## src/rtl/mdu_if.sv

```systemverilog
// Command/result bundle between the EX stage and the HI/LO multiply/divide sequencer.
interface mdu_if #(
  parameter int WIDTH = 32
);
  logic             start;
  logic [2:0]       op;
  logic [WIDTH-1:0] rs;
  logic [WIDTH-1:0] rt;
  logic             flush;
  logic             busy;
  logic             done;
  logic [WIDTH-1:0] hi;
  logic [WIDTH-1:0] lo;

  modport master (
    output start, op, rs, rt, flush,
    input  busy, done, hi, lo
  );

  modport slave (
    input  start, op, rs, rt, flush,
    output busy, done, hi, lo
  );
endinterface

```

## src/rtl/mdu_seq.sv

```systemverilog
// Iterative MULT/DIV sequencer owning HI/LO; one bit per cycle, sign fix in FIX.
// Optional MDU_DIVZERO_FAST_EN: divide by zero skips straight to FIX.
module mdu_seq #(
  parameter int WIDTH = 32
) (
  input  logic  clk,
  input  logic  rst_n,
  mdu_if.slave  bus
);
  localparam int CW = $clog2(WIDTH + 1);

  localparam logic [2:0] OP_MULT  = 3'd1;
  localparam logic [2:0] OP_MULTU = 3'd2;
  localparam logic [2:0] OP_DIV   = 3'd3;
  localparam logic [2:0] OP_DIVU  = 3'd4;
  localparam logic [2:0] OP_MTHI  = 3'd5;
  localparam logic [2:0] OP_MTLO  = 3'd6;

  typedef enum logic [1:0] {IDLE, MUL, DIV, FIX} state_e;

  state_e             state_q, state_d;
  logic [CW-1:0]      cnt_q, cnt_d;
  logic [2*WIDTH-1:0] acc_q, acc_d;
  logic [WIDTH-1:0]   rem_q, rem_d;
  logic [WIDTH-1:0]   b_q, b_d;
  logic               sa_q, sa_d;
  logic               sb_q, sb_d;
  logic               dz_q, dz_d;
  logic               div_q, div_d;
  logic [WIDTH-1:0]   hi_q, hi_d;
  logic [WIDTH-1:0]   lo_q, lo_d;
  logic               done_q, done_d;

  logic is_mul, is_div, is_mthi, is_mtlo, is_sgn;
  logic a_neg, b_neg, b_zero;
  logic [WIDTH-1:0] a_abs, b_abs;

  assign is_mul  = (bus.op == OP_MULT) || (bus.op == OP_MULTU);
  assign is_div  = (bus.op == OP_DIV) || (bus.op == OP_DIVU);
  assign is_mthi = (bus.op == OP_MTHI);
  assign is_mtlo = (bus.op == OP_MTLO);
  assign is_sgn  = (bus.op == OP_MULT) || (bus.op == OP_DIV);
  assign a_neg   = is_sgn & bus.rs[WIDTH-1];
  assign b_neg   = is_sgn & bus.rt[WIDTH-1];
  assign a_abs   = a_neg ? -bus.rs : bus.rs;
  assign b_abs   = b_neg ? -bus.rt : bus.rt;
  assign b_zero  = (bus.rt == '0);

  logic [WIDTH:0]     msum;
  logic [WIDTH:0]     rsh;
  logic               geq;
  logic [WIDTH-1:0]   rdiff;
  logic [2*WIDTH-1:0] prod;
  logic [WIDTH-1:0]   quo;
  logic [WIDTH-1:0]   remv;

  assign msum  = {1'b0, acc_q[2*WIDTH-1:WIDTH]}
               + (acc_q[0] ? {1'b0, b_q} : {(WIDTH+1){1'b0}});
  // Partial remainder is WIDTH+1 wide; the difference always fits WIDTH.
  assign rsh   = {rem_q, acc_q[WIDTH-1]};
  assign geq   = rsh >= {1'b0, b_q};
  assign rdiff = rsh[WIDTH-1:0] - b_q;
  assign prod  = (sa_q ^ sb_q) ? -acc_q : acc_q;
  assign quo   = (sa_q ^ sb_q) ? -acc_q[WIDTH-1:0] : acc_q[WIDTH-1:0];
  assign remv  = sa_q ? -rem_q : rem_q;

  always_comb begin
    state_d = state_q;
    cnt_d   = cnt_q;
    acc_d   = acc_q;
    rem_d   = rem_q;
    b_d     = b_q;
    sa_d    = sa_q;
    sb_d    = sb_q;
    dz_d    = dz_q;
    div_d   = div_q;
    hi_d    = hi_q;
    lo_d    = lo_q;
    done_d  = 1'b0;
    if (bus.flush) begin
      state_d = IDLE;
    end else begin
      unique case (state_q)
        IDLE: begin
          if (bus.start) begin
            unique case (1'b1)
              is_mthi: hi_d = bus.rs;
              is_mtlo: lo_d = bus.rs;
              is_mul, is_div: begin
                acc_d   = {{WIDTH{1'b0}}, a_abs};
                rem_d   = '0;
                b_d     = b_abs;
                sa_d    = a_neg;
                sb_d    = b_neg;
                dz_d    = is_div & b_zero;
                div_d   = is_div;
                cnt_d   = CW'(WIDTH);
                state_d = is_div ? DIV : MUL;
`ifdef MDU_DIVZERO_FAST_EN
                if (is_div && b_zero) begin
                  rem_d   = a_abs;
                  state_d = FIX;
                end
`endif
              end
              default: ;
            endcase
          end
        end
        MUL: begin
          acc_d = {msum, acc_q[WIDTH-1:1]};
          cnt_d = cnt_q - CW'(1);
          if (cnt_q == CW'(1)) state_d = FIX;
        end
        DIV: begin
          acc_d[WIDTH-1:0] = {acc_q[WIDTH-2:0], geq};
          rem_d = geq ? rdiff : rsh[WIDTH-1:0];
          cnt_d = cnt_q - CW'(1);
          if (cnt_q == CW'(1)) state_d = FIX;
        end
        FIX: begin
          // Divide by zero leaves rem = |rs|, so the sign fix restores rs.
          if (div_q) begin
            hi_d = remv;
            lo_d = dz_q ? '1 : quo;
          end else begin
            {hi_d, lo_d} = prod;
          end
          done_d  = 1'b1;
          state_d = IDLE;
        end
        default: state_d = IDLE;
      endcase
    end
  end

  always_ff @(posedge clk) begin
    if (!rst_n) begin
      state_q <= IDLE;
      cnt_q   <= '0;
      acc_q   <= '0;
      rem_q   <= '0;
      b_q     <= '0;
      sa_q    <= 1'b0;
      sb_q    <= 1'b0;
      dz_q    <= 1'b0;
      div_q   <= 1'b0;
      hi_q    <= '0;
      lo_q    <= '0;
      done_q  <= 1'b0;
    end else begin
      state_q <= state_d;
      cnt_q   <= cnt_d;
      acc_q   <= acc_d;
      rem_q   <= rem_d;
      b_q     <= b_d;
      sa_q    <= sa_d;
      sb_q    <= sb_d;
      dz_q    <= dz_d;
      div_q   <= div_d;
      hi_q    <= hi_d;
      lo_q    <= lo_d;
      done_q  <= done_d;
    end
  end

  assign bus.busy = (state_q != IDLE);
  assign bus.done = done_q;
  assign bus.hi   = hi_q;
  assign bus.lo   = lo_q;
endmodule

```

## src/flat_wrapper.sv

```systemverilog
// flat-port wrapper written by rule: the top's interface ports become plain ports
module mdu_seq_flat 
#(
  parameter int WIDTH = 32
)
  (clk, rst_n, bus_start, bus_op, bus_rs, bus_rt, bus_flush, bus_busy, bus_done, bus_hi, bus_lo);
  mdu_if #(.WIDTH(WIDTH)) bus_i ();
  input  logic clk;
  input  logic rst_n;
  input wire logic [$bits(bus_i.start)-1:0] bus_start;
  input wire logic [$bits(bus_i.op)-1:0] bus_op;
  input wire logic [$bits(bus_i.rs)-1:0] bus_rs;
  input wire logic [$bits(bus_i.rt)-1:0] bus_rt;
  input wire logic [$bits(bus_i.flush)-1:0] bus_flush;
  output wire logic [$bits(bus_i.busy)-1:0] bus_busy;
  output wire logic [$bits(bus_i.done)-1:0] bus_done;
  output wire logic [$bits(bus_i.hi)-1:0] bus_hi;
  output wire logic [$bits(bus_i.lo)-1:0] bus_lo;
  assign bus_i.start = bus_start;
  assign bus_i.op = bus_op;
  assign bus_i.rs = bus_rs;
  assign bus_i.rt = bus_rt;
  assign bus_i.flush = bus_flush;
  assign bus_busy = bus_i.busy;
  assign bus_done = bus_i.done;
  assign bus_hi = bus_i.hi;
  assign bus_lo = bus_i.lo;
  mdu_seq #(.WIDTH(WIDTH)) u_core (.clk(clk), .rst_n(rst_n), .bus(bus_i));
endmodule
```

## config.mk

```make
export PLATFORM = sky130hd
export DESIGN_NAME = mdu_seq_flat
export DESIGN_NICKNAME = d
export VERILOG_FILES = /design/src/rtl/mdu_if.sv /design/src/rtl/mdu_seq.sv /design/src/flat_wrapper.sv
export SDC_FILE = /design/constraint.sdc
export NUM_CORES = 1
export LEC_CHECK = 0
export CAP_MARGIN = 20
export CORE_ASPECT_RATIO = 1.1
export CORE_UTILIZATION = 54
export DETAILED_ROUTE_END_ITERATION = 12
export PLACE_DENSITY = 0.78
export SYNTH_ARGS = -nofsm -noshare
export SYNTH_HDL_FRONTEND = slang
export SYNTH_SLANG_ARGS = --single-unit
export TNS_END_PERCENT = 1
```

## constraint.sdc

```tcl
create_clock -name clk -period 3.3 [get_ports clk]
set_clock_uncertainty 0.1 [all_clocks]
set_input_delay 0.66 -clock clk [delete_from_list [all_inputs] [get_ports clk]]
set_output_delay 0.66 -clock clk [all_outputs]
set_load 0.005 [all_outputs]
```

== Word-level counts from Yosys, hierarchy flattened ==
Index checks and enable logic that the tools add are counted.

* Bits in latches: 0
* Word-level logic and storage cells: 97
* Memories kept: 0
* Output and inout bits: 66
* Bits in read-only memories: 0
* RAM bits: 0
* Bits of input ports: 71
* Flip-flop bits (word level): 205

* $lt $le $gt $ge: 1
* Bitwise gates (word level): 6
* Equal/unequal tests: 15
* Multiplexer cells: 32
* Add/sub/neg operators: 8
* Reduce and logical (&&, ||, !) cells: 22
* Shifts and indexed selects: 0
* $mul: 0
* Divide/modulo/power cells: 0

{| class="wikitable"
|+ Operators by type and width
! cell !! number
|-
| 32-bit 2-to-1 mux || 15
|-
| 32-bit case mux with 2 select lines || 4
|-
| 64-bit 2-to-1 mux || 3
|-
| 32-bit negation || 4
|-
| 32-bit case mux with 3 select lines || 1
|-
| 64-bit negation || 1
|-
| 32-bit by 33-bit adder with 33-bit output || 1
|-
| 33-bit by 32-bit >= comparator with 1-bit output || 1
|-
| 32-bit logical NOT || 1
|-
| 32-bit subtractor || 1
|-
| 4-bit AND reduction || 7
|-
| 6-bit 2-to-1 mux || 2
|-
| 6-bit case mux with 2 select lines || 1
|-
| 2-bit nonzero test || 5
|-
| 3-bit == test, second input constant || 3
|-
| 2-bit 2-to-1 mux || 4
|-
| 3-bit by 2-bit == test with 1-bit output, second input constant || 2
|-
| 6-bit by 1-bit == test with 1-bit output, second input constant || 1
|-
| 2-bit by 1-bit != test with 1-bit output, second input constant || 3
|-
| 2-bit case mux with 3 select lines || 1
|-
| 2-bit OR reduction || 3
|-
| 6-bit by 1-bit subtractor with 6-bit output, second input constant || 1
|-
| 2-bit == test, second input constant || 2
|-
| 2-bit != test, second input constant || 2
|-
| other kinds (10) || 15
|}

== Depth between registers and ports, before layout ==
Gate-level depths: netlist of the first run.

* Depth in word-level cells: 7
* Mapped depth: 14
* Mapped depth without buffers: 13

== Least setup slack after synthesis of the first run ==
OpenSTA, ideal clock, no wires.

* Path type: register to register
* Start point: reg u_core.acc_q[31]
* End point: reg u_core.rem_q[24]
* Cell stages (with the launch flop): 14
* Buffers on the path: 0
* Period minus slack after synthesis: 3.373 ns
* Required time: 3.075 ns
* Setup slack: -0.073 ns
* Data arrival time: 3.148 ns
* Path through: dfxtp_1 inv_1 ha_1 inv_1 fa_1 a21o_1 a221o_1 a2111oi_0 nor3_1 or2_2 a31oi_1 o31ai_1 xnor2_1 o21ai_0

* Word-level cells in the longest chain between the ends: 3
* Elaborated cells between the ends (all ways): 4
* Those cells by class: add/sub: 1; order compare: 1; mux: 2

{| class="wikitable"
|+ Ends and longest elaborated chain
! item !! RTL line !! RTL
|-
| start: declaration || mdu_seq.sv:23 || <nowiki>logic [2*WIDTH-1:0] acc_q, acc_d;</nowiki>
|-
| start signal: assignment || mdu_seq.sv:141 || <nowiki>acc_q <= '0;</nowiki>
|-
| start signal: assignment || mdu_seq.sv:154 || <nowiki>acc_q <= acc_d;</nowiki>
|-
| 32-bit subtractor or 33-bit by 32-bit >= comparator with 1-bit output (tied branches) || mdu_seq.sv:62, mdu_seq.sv:61 ||
|-
| 32-bit 2-to-1 mux (*) || mdu_seq.sv:117 || <nowiki>rem_d = geq ? rdiff : rsh[WIDTH-1:0];</nowiki>
|-
| 32-bit case mux with 2 select lines (*) || mdu_seq.sv:83 || <nowiki>unique case (state_q)</nowiki>
|-
| end signal: assignment || mdu_seq.sv:155 || <nowiki>rem_q <= rem_d;</nowiki>
|-
| end: declaration || mdu_seq.sv:24 || <nowiki>logic [WIDTH-1:0] rem_q, rem_d;</nowiki>
|}

Every way passes the cells marked *; elsewhere a longest branch is shown, timed or not.
A chain may end at the register's enable or synchronous reset.

== Worst setup path after layout of the first run ==
* Start point: reg u_core.rem_q[2]
* End point: reg u_core.hi_q[26], in the netlist u_core.bus.hi[26]

* Word-level cells in the longest chain between the ends: 4

{| class="wikitable"
|+ Ends and longest elaborated chain
! item !! RTL line !! RTL
|-
| 32-bit negation || mdu_seq.sv:65 || <nowiki>assign remv = sa_q ? -rem_q : rem_q;</nowiki>
|-
| 32-bit 2-to-1 mux || mdu_seq.sv:65 ||
|-
| 32-bit 2-to-1 mux || mdu_seq.sv:123 || <nowiki>if (div_q) begin</nowiki>
|-
| 32-bit case mux with 2 select lines || mdu_seq.sv:83 ||
|-
| end signal: assignment || mdu_seq.sv:161 || <nowiki>hi_q <= hi_d;</nowiki>
|-
| end: declaration || mdu_seq.sv:30 || <nowiki>logic [WIDTH-1:0] hi_q, hi_d;</nowiki>
|}

Every way passes these cells.

==> flow_metrics.py, run 1 <==
metrics = {
    "outcome": {
        "status": "finished clean",
    },
    "synth": {
        "ys_seq_area_share_pct": 26.41,
        "synth_compound_area_share_pct": 28.89,
        "synth_enable_flop_cells": 0,
        "synth_area_mm2": 0.01554,
        "synthMuxAreaShare_pct": 1.884,
        "synth_cell_types": 71,
        "avgSynthCellArea_um2": 7.401,
        "synth_flop_cell": "dfxtp_1",
        "yosys.area_share.xor_xnor_pct": 10.76,
        "synthAdderAreaFrac_pct": 6.215,
        "synth_nets": 2247,
        "synth_warnings": 0,
        "async_flop_share_pct": 0,
        "ys_ff_latch": 205,
        "yosys.area_share.simple_pct": 20.84,
        "synth_top_family_by_area": "compound AO/OA/AOI/OAI gates",
        "synthCells": 2100,
    },
    "sta": {
        "finalCritPeriodShare_pct": 99.65,
        "setup_viol": 0,
        "timing.setup.tns_ps": 0,
        "clock.fmax_mhz": 304.1,
        "finalHoldViolCount": 0,
        "drv_slew": 0,
        "holdWs_ps": 349.2,
        "tightestPinTransition_ps": 970.6,
        "slew_headroom_pct": 34.99,
        "min_period_ps": 3288,
        "grt_setup_unrepaired": "true",
    },
    "critical_path": {
        "crit_path_start": "u_core.rem_q[2]$_SDFFE_PN0P_",
        "cp-end-kind": "flop",
        "worstReg2RegEnd": "u_core.bus.hi[26]$_SDFFE_PN0P_",
        "cp.arrival_ps": 3600,
        "crit_type": "reg -> reg",
        "ff2ff_setup_slack_ps": 10,
        "reg2reg_depth": 9,
        "regToRegStartpoint": "u_core.rem_q[2]$_SDFFE_PN0P_",
        "cp-endpoint": "u_core.bus.hi[26]$_SDFFE_PN0P_",
        "required_ps": 3610,
        "path_max_fanout": 4,
        "startpoint_type": "flop",
    },
    "clocking": {
        "clk_latency_ps": 540,
        "cts_max_path_buffers": 3,
        "cts_buffers": 24,
        "cts_tree": "done",
        "htreeDepth": 1,
        "cts_sinks": 205,
        "cts_root_buf": "clkbuf_16",
        "path_clk_slew_ps": 60,
    },
    "global_routing": {
        "grtUsageTotal_pct": 38.61,
        "overflow": 0,
        "antenna_found_initial": 0,
        "grt_pass1_wl_um": 90160,
        "grt_max_degree": 62,
        "grt_pass1_vias": 16940,
    },
    "placement": {
        "numPortBuffers": 136,
        "gp_congestion": 1.042,
        "hpwl_um": 43540,
    },
    "pwr": {
        "power_density_mw_per_mm2": 396.8,
        "irDropWorstVdd_v": 0.0004002,
        "p_leak_uw": 0.008170,
    },
    "drt": {
        "drc": 0,
        "dr.pass1.iters": 6,
        "wire_per_inst_um": 21.14,
        "vias": 17670,
        "antenna_left": 0,
        "drt-initial-drc-count": 1832,
        "routed_wl_um": 57810,
        "viasPerCell": 6.462,
    },
    "floorplan": {
        "design.die.area_mm2": 0.02946,
        "fp.dieW_um": 163.8,
        "row_count": 64,
        "io_pins": 137,
        "coreArea_mm2": 0.02803,
        "die_y_um": 179.9,
        "start_util_pct": 55.45,
    },
    "cells_and_area": {
        "antenna_cells": 0,
        "final_cell_mix": "241 x nand2_1, 216 x buf_4, 203 x dfxtp_1, 200 x nor2_1, 197 x a21oi_1",
        "drive_above_1_share_pct": 13.67,
        "nets": 2500,
        "final_common_cell": "nand2_1",
        "syn2layout_area_growth_pct": 27.02,
    },
    "min_path": {
        "holdPathStages": 2,
        "hp-start": "u_core.bus.lo[19]$_SDFFE_PN0P_",
        "hold_path.class": "reg -> reg",
    },
    "flow_run": {
        "cap_viol_max_count": 0,
    },
}
where the power goes:
group | total [uW] | switching [uW] | internal (uW)
Clock | 3030 | 1130 | 1900
Combinational | 2120 | 1250 | 876
Sequential | 2680 | 101 | 2580
Total | 7830 | 2480 | 5360
stage by stage:
stage / cell area [um^2] / setup WS, ps / power [uW] / utilization, % / instances
2_1_floorplan: 15540 / 11.21 / 3888 / - / 2100
3_5_place_dp: 18660 / -484.1 / 4725 / 66.57 / 2689
4_1_cts: 19600 / -14.95 / 7729 / 69.93 / 2733
6_report: 19740 / 11.61 / 7833 / 70.43 / 2734
3_3_place_gp: 18660 / -399.6 / 4690 / 66.57 / 2689
5_1_grt: 19740 / -144.4 / 8104 / 70.43 / 2734
state kept, by name, summed over array words and instances, names as in the netlist:
signal           cells
u_core.cnt_q         6
u_core.bus.lo       32
u_core.bus.done      1
u_core.state_q       2
u_core.div_q         1
u_core.dz_q          1
u_core.rem_q        32
u_core.sa_q          1
u_core.acc_q        64
u_core.b_q          32
u_core.sb_q          1
u_core.bus.hi       32
cells in the mapped netlist, types with 11 or more instances:
master | instances | area share, %
nand2_1 | 241 | 5.8
dfxtp_1 | 205 | 26
a21oi_1 | 201 | 6.5
nor2_1 | 200 | 4.8
o21ai_0 | 159 | 5.1
clkbuf_1 | 111 | 2.7
xnor2_1 | 98 | 5.5
xor2_1 | 93 | 5.2
ha_1 | 74 | 6.0
inv_1 | 68 | 1.6
o211ai_1 | 44 | 2.1
nor3_1 | 43 | 1.4
a21o_1 | 41 | 2.0
nand3_1 | 39 | 1.3
a22oi_1 | 37 | 1.8
o221ai_1 | 36 | 2.0
a211oi_1 | 35 | 1.7
o31ai_1 | 32 | 1.5
mux2i_1 | 27 | 1.7
a31oi_1 | 24 | 0.97
and3_1 | 24 | 0.97
nor4_1 | 24 | 0.97
o41ai_1 | 18 | 1.0
nand4_1 | 17 | 0.68
or3_1 | 16 | 0.64
or4_1 | 14 | 0.68
and2_1 | 13 | 0.52
nor2b_1 | 13 | 0.52
a32oi_1 | 12 | 0.68
buf_1 | 12 | 0.29
nand2b_1 | 11 | 0.44
o21a_1 | 11 | 0.53
worst min-delay path by stage:
stage,end,slack (ps)
after CTS,u_core.bus.lo[19]$_SDFFE_PN0P_,350
after detailed placement,u_core.bus.lo[19]$_SDFFE_PN0P_,340
after global routing,u_core.bus.lo[17]$_SDFFE_PN0P_,370
final,u_core.bus.lo[19]$_SDFFE_PN0P_,350
after global placement,u_core.bus.lo[27]$_SDFFE_PN0P_,340
after floorplan,u_core.b_q[31]$_SDFFE_PN0P_,330
repair_timing:
action / in CTS / in global routing
endpoints found under the setup margin: 19 / 49
cloned: 0 / 0
pin swaps: 3 / 9
setup buffers: 0 / 1
resized for setup: 16 / 35
hold buffers: 0 / 0
layer usage:
metal | track usage, % | vias up | wire, um
met4 | 24.70 | 0 | 4253
met5 | 0 | - | 0
li1 | - | 8163 | -
met3 | 7.683 | 290 | 5799
met1 | 45.08 | 8128 | 21140
met2 | 63.93 | 1087 | 26620
cells by family after synthesis:
kind of cell | after synthesis
simple gates | 693
mux | 29
fa+ha+maj | 76
compound gates | 703
buf+inv | 203
xor+xnor | 191
flops | 205
final cells by class:
cell class              count  area [um^2]
flip-flops and latches    205         4106
clock buffers              34        679.4
fillers                  2304         8287
multi-input cells        1692        10910
repair buffers            359         3123
clock inverters            10        200.2
well taps                 363        454.2
inverters                  71        267.8
worst max-delay path, cell delays in order, from the launching register on:
cell,delay [ps]
dfxtp_1,310
or4_4,560
or4_4,540
or4_4,510
or3_4,390
o31ai_4,180
xor2_1,170
nand2_1,100
o211ai_1,190
a21oi_1,100
Note: power is estimated with default switching activity, not from simulation.
==> run 2: changes to the inputs <==
SLEW_MARGIN = 20   (was default)
TNS_END_PERCENT = default   (was 1)
==> run 2 against run 1 <==
Against the previous run:
- final cell count increased by 0.26%
- core utilization grew 0.28 points
- via count up 0.28%
- sequential power is essentially flat
- largest cell class unchanged
- combinational power is essentially flat
- routed wire length up 0.62%
- worst hold slack about the same
- first-iteration DRC count rose by 2.9%
- highest routed layer unchanged
- largest power group unchanged
- die area unchanged
- register-to-register slack worse by 40 ps
- the run now ends with setup timing left
==> flow_metrics.py, run 2 (same netlist as run 1, synthesis figures left out) <==
metrics = {
    "sta": {
        "setup_viol": 2,
        "tightestPinTransition_ps": 965.2,
        "grt_setup_unrepaired": "true",
        "min_period_ps": 3329,
        "slew_headroom_pct": 35.35,
        "drv_slew": 0,
        "finalCritPeriodShare_pct": 100.9,
        "holdWs_ps": 349.2,
        "clock.fmax_mhz": 300.4,
        "finalHoldViolCount": 0,
        "setup_ws_ps": -28.90,
    },
    "pwr": {
        "irDropWorstVdd_v": 0.0003903,
        "p_leak_uw": 0.008200,
        "power_density_mw_per_mm2": 395.5,
        "total_power_uw": 7839,
    },
    "clocking": {
        "clk_latency_ps": 540,
        "cts_buffers": 24,
        "path_clk_slew_ps": 60,
        "htreeDepth": 1,
        "cts_tree": "done",
        "cts_sinks": 205,
        "cts_root_buf": "clkbuf_16",
        "cts_max_path_buffers": 3,
    },
    "cells_and_area": {
        "final_cell_mix": "241 x nand2_1, 221 x buf_4, 201 x dfxtp_1, 200 x nor2_1, 197 x a21oi_1",
        "nets": 2506,
        "largest_reg_flops": 64,
        "final_common_cell": "nand2_1",
        "fin_cells": 2741,
        "drive_above_1_share_pct": 14.14,
        "syn2layout_area_growth_pct": 27.53,
        "nFillCells": 2294,
        "top_register": "u_core.acc_q",
        "utilization_pct": 70.71,
    },
    "drt": {
        "wire_per_inst_um": 21.22,
        "viasPerCell": 6.464,
        "drc": 0,
        "routed_wl_um": 58160,
        "drt-initial-drc-count": 1886,
        "dr.pass1.iters": 6,
        "antenna_left": 0,
        "vias": 17720,
    },
    "placement": {
        "dp_cells": 2689,
        "numPortBuffers": 136,
        "gp_congestion": 1.042,
        "hpwl_um": 43540,
    },
    "critical_path": {
        "regToRegStartpoint": "u_core.acc_q[31]$_SDFFE_PN0P_",
        "ff2ff_setup_slack_ps": -30,
        "startpoint_type": "flop",
        "crit_slowest_cell": "fa_2",
        "crit_type": "reg -> reg",
        "required_ps": 3620,
        "cp.arrival_ps": 3650,
        "path_cells": "inv_4, ha_4, inv_2, fa_2, a21o_1, a221o_1, a2111oi_4, buf_4, nor4_2, o21ai_1, buf_4, nand4b_1, a31o_2, a21oi_2, o31ai_1",
        "reg2reg_depth": 15,
        "max_stage_delay_ps": 390,
        "path_max_fanout": 3,
        "cp-end-kind": "flop",
        "cpMostUsedCell": "buf_4",
        "worstReg2RegEnd": "u_core.rem_q[30]$_SDFFE_PN0P_",
    },
    "floorplan": {
        "fp.dieW_um": 163.8,
        "coreArea_mm2": 0.02803,
        "design.die.area_mm2": 0.02946,
        "start_util_pct": 55.45,
        "die_y_um": 179.9,
        "row_count": 64,
        "io_pins": 137,
    },
    "global_routing": {
        "overflow": 0,
        "grt_pass1_wl_um": 90160,
        "grt_max_degree": 62,
        "antenna_found_initial": 0,
        "grtUsageTotal_pct": 38.60,
        "grt_pass1_vias": 16980,
    },
    "min_path": {
        "holdPathEnd": "u_core.bus.lo[19]$_SDFFE_PN0P_",
        "holdPathStages": 2,
        "hp-start": "u_core.bus.lo[19]$_SDFFE_PN0P_",
        "hold_path.class": "reg -> reg",
    },
    "outcome": {
        "status": "finished, violations left",
        "failed_checks": "setup timing",
    },
    "flow_run": {
        "cap_viol_max_count": 0,
    },
}
## run 2: cell count changes in the layout (fill, tap and decap cells not counted), sizes merged
cell and change:
buf +6, diode +1
## run 2: power breakdown
group | switching (uW) | internal, uW | total (uW) | leakage (uW)
Sequential | 102 | 2580 | 2680 | 0.00166
Clock | 1120 | 1900 | 3020 | 0.000431
Combinational | 1250 | 884 | 2140 | 0.00610
Total | 2480 | 5360 | 7840 | 0.00820
## run 2: through the flow
stage / instance area [um^2] / TNS, ps / setup WS [ps]
2_1_floorplan: 15540 / 0 / 11.21
3_3_place_gp: 18660 / -2831 / -399.6
3_5_place_dp: 18660 / -3456 / -484.1
4_1_cts: 19610 / 0 / 1.509
5_1_grt: 19820 / -583.5 / -132.1
6_report: 19820 / -29.60 / -28.90
## run 2: critical path, delay by kind of cell (launching register included)
kind	cells	cell delay, ps
simple gates	2	180
compound gates	7	1590
fa+ha+maj	2	540
buf+inv	4	450
flops	1	350
## run 2: final cells by class
class / instances / area, um^2 / share of cell area, %
Tap cell: 363 / 454.2 / 2.292
Multi-Input combinational cell: 1692 / 10930 / 55.15
Clock inverter: 10 / 200.2 / 1.010
Timing Repair Buffer: 365 / 3172 / 16.00
Sequential cell: 205 / 4111 / 20.74
Antenna cell: 1 / 2.502 / 0.01263
Clock buffer: 34 / 679.4 / 3.428
Inverter: 71 / 270.3 / 1.364
## run 2: metal layers
metal / vias up / track usage, % / part of all wire [%]
met2: 1104 / 63.69 / 46
met3: 292 / 7.614 / 10
met5: - / 0 / 0
met4: 0 / 25.52 / 7.3
li1: 8174 / - / -
met1: 8148 / 44.96 / 36
## run 2: repair_timing
action                     CTS  global route
setup buffers                1             6
resized for setup           16            45
setup endpoints to repair   19            49
hold buffers                 0             0
pin swaps                    6            23
## run 2: how the worst max path moves through the flow
stage / startpoint / endpoint / cells past startpoint
after floorplan: u_core.acc_q[0]$_SDFFE_PN0P_ / u_core.acc_q[59]$_SDFFE_PN0P_ / 13
after global placement: bus_rt[8] / u_core.b_q[29]$_SDFFE_PN0P_ / 10
after detailed placement: bus_rt[8] / u_core.b_q[31]$_SDFFE_PN0P_ / 10
after CTS: u_core.rem_q[2]$_SDFFE_PN0P_ / u_core.bus.hi[26]$_SDFFE_PN0P_ / 9
after global routing: u_core.b_q[0]$_SDFFE_PN0P_ / u_core.rem_q[14]$_SDFFE_PN0P_ / 15
final: u_core.acc_q[31]$_SDFFE_PN0P_ / u_core.rem_q[30]$_SDFFE_PN0P_ / 15
==> run 3: changes to the inputs <==
CORE_UTILIZATION = 64   (was 54)
PLACE_DENSITY = default   (was 0.78)
PLACE_DENSITY_LB_ADDON = 0.2   (was default)
clock period = 3.83 ns   (was 3.3 ns; I/O delays follow)
==> run 3 against run 2 <==
Against the previous run:
- the flow now finishes without violations
- first-iteration DRC count down 3.9%
- design area fell by 7.5%
- clock power fell by 23%
- register-to-register slack improved by 150 ps
- critical endpoint is now u_core.acc_q[59]$_SDFFE_PN0P_
- largest cell class unchanged
- final cell count decreased by 7.3%
- worst hold slack worse by 0.51 ps
- sequential power shrank 13%
- setup slack better by 150 ps
- critical path depth decreased by 1
- sequential share of layout area grew 1.6 points
- routed wire length shrank 3.6%
- maximum frequency fell by 10%
==> flow_metrics.py, run 3 (same netlist as run 1, synthesis figures left out) <==
metrics = {
    "critical_path": {
        "regToRegStartpoint": "u_core.acc_q[0]$_SDFFE_PN0P_",
        "required_ps": 4160,
        "crit_slowest_cell": "o41ai_1",
        "cpLargestDelayFamily": "compound AO/OA/AOI/OAI gates",
        "reg2reg_depth": 14,
        "ff2ff_setup_slack_ps": 120,
        "crit_path_start": "u_core.acc_q[0]$_SDFFE_PN0P_",
        "startpoint_type": "flop",
        "crit_type": "reg -> reg",
        "cp.arrival_ps": 4040,
        "path_cells": "buf_4, and2_1, ha_1, inv_1, fa_1, nor2b_1, o31ai_1, a211oi_1, o211ai_1, a31oi_1, o41ai_1, o21ai_0, o21a_1, a211o_1",
        "max_stage_delay_ps": 480,
        "worstReg2RegEnd": "u_core.acc_q[59]$_SDFFE_PN0P_",
        "path_max_fanout": 3,
        "cp-end-kind": "flop",
        "cp_num_buf_inv": 2,
    },
    "sta": {
        "holdWs_ps": 348.6,
        "clock.fmax_mhz": 269.5,
        "grt_setup_unrepaired": "false",
        "finalCritPeriodShare_pct": 96.89,
        "tightestPinTransition_ps": 1154,
        "finalHoldViolCount": 0,
        "drv_slew": 0,
        "timing.setup.tns_ps": 0,
        "min_period_ps": 3711,
        "slew_headroom_pct": 22.71,
        "setup_viol": 0,
    },
    "clocking": {
        "cts_hold_buf": 0,
        "path_clk_slew_ps": 70,
        "cts_root_buf": "clkbuf_16",
        "cts_sinks": 205,
        "htreeDepth": 1,
        "cts_tree": "done",
        "clk_latency_ps": 540,
        "cts_buffers": 24,
        "cts_max_path_buffers": 3,
    },
    "floorplan": {
        "design.die.area_mm2": 0.02491,
        "die_y_um": 165.4,
        "fp.dieW_um": 150.6,
        "row_count": 59,
        "coreArea_mm2": 0.02377,
        "io_pins": 137,
        "start_util_pct": 65.38,
    },
    "placement": {
        "numPortBuffers": 136,
        "dp_cells": 2497,
        "gp_congestion": 1.080,
        "postPlaceCellArea_mm2": 0.01753,
        "hpwl_um": 41480,
    },
    "cells_and_area": {
        "design_area_mm2": 0.01834,
        "final_common_cell": "nand2_1",
        "top_register": "u_core.acc_q",
        "fin_cells": 2540,
        "nets": 2365,
        "drive_above_1_share_pct": 7.114,
        "syn2layout_area_growth_pct": 17.98,
        "antenna_cells": 0,
        "final_cell_mix": "241 x nand2_1, 205 x dfxtp_1, 200 x nor2_1, 200 x a21oi_1, 159 x o21ai_0",
        "largest_reg_flops": 64,
    },
    "pwr": {
        "irDropWorstVdd_v": 0.0003916,
        "p_leak_uw": 0.007386,
        "power_density_mw_per_mm2": 344.2,
    },
    "drt": {
        "antenna_left": 0,
        "routed_wl_um": 56080,
        "wire_per_inst_um": 22.08,
        "vias": 17090,
        "viasPerCell": 6.727,
        "drt-initial-drc-count": 1813,
        "drc": 0,
        "wl_met1_um": 19730,
        "wl_met3_um": 6422,
        "dr.pass1.iters": 8,
        "highest_layer": "met4",
        "dr_wl_met2_um": 25170,
    },
    "flow_run": {
        "cap_viol_max_count": 0,
    },
    "outcome": {
        "status": "finished clean",
    },
    "global_routing": {
        "grt_pass1_wl_um": 86010,
        "grt_pass1_vias": 15880,
        "antenna_found_initial": 0,
        "overflow": 0,
        "grtUsageTotal_pct": 44.65,
        "grt_max_degree": 73,
    },
    "min_path": {
        "holdPathStages": 2,
        "holdPathEnd": "u_core.bus.lo[28]$_SDFFE_PN0P_",
        "hold_path.class": "reg -> reg",
        "hp-start": "u_core.bus.lo[28]$_SDFFE_PN0P_",
    },
}
-- run 3: cell count changes in the layout (fill, tap and decap cells not counted), moves of 4 or more --
cell / delta
buf_4: -136
o21ai_0: +10
o21ai_1: -8
buf_12: -4
bufinv_16: -4
clkinvlp_4: +4
dfxtp_1: +4
or4_1: +4
or4_4: -4
-- run 3: layout make-up --
| class | count | area [um^2] |
|---|---|---|
| clock inverter | 12 | 142.6 |
| fill | 1818 | 5435 |
| timing repair buffer | 224 | 2059 |
| multi-input combinational | 1692 | 10730 |
| sequential | 205 | 4104 |
| clock buffer | 31 | 646.9 |
| inverter | 71 | 267.8 |
| tap | 305 | 381.6 |
-- run 3: power by group --
| group | total (uW) | internal [uW] | switching [uW] |
|---|---|---|---|
| Clock | 2330 | 1340 | 988 |
| Combinational | 1670 | 646 | 1020 |
| Sequential | 2320 | 2220 | 94.1 |
-- run 3: how the worst max path moves through the flow --
stage | endpoint | cells past startpoint
after floorplan | u_core.rem_q[24]$_SDFFE_PN0P_ | 13
after global placement | u_core.b_q[31]$_SDFFE_PN0P_ | 10
after detailed placement | u_core.b_q[31]$_SDFFE_PN0P_ | 10
after CTS | u_core.acc_q[59]$_SDFFE_PN0P_ | 13
after global routing | u_core.acc_q[59]$_SDFFE_PN0P_ | 14
final | u_core.acc_q[59]$_SDFFE_PN0P_ | 14
-- run 3: metrics by stage --
stage	power (uW)	setup WS (ps)	utilization, %
final	6311	119.1	77.13
after floorplan	3349	456.7	-
after CTS	6234	285.6	77.09
after global routing	6526	8.372	77.13
after global placement	3919	71.91	73.74
after detailed placement	3948	12.00	73.77
-- run 3: repair_timing --
action | in CTS | in global routing
endpoints found under the setup margin | 0 | 1
gates resized for setup | 0 | 2
buffers inserted | 0 | 0
-- run 3: per-layer routing --
metal	vias to the layer above	GRT usage, %
met2	1033	72.60
met1	7870	50.12
met4	0	33.36
met3	290	11.90
li1	7893	-
met5	-	0
-- run 3: worst min-delay path, cell delays in order, from the launching register on --
cell and delay [ps]:
dfxtp_1 310, nand2_1 50, a21oi_1 50
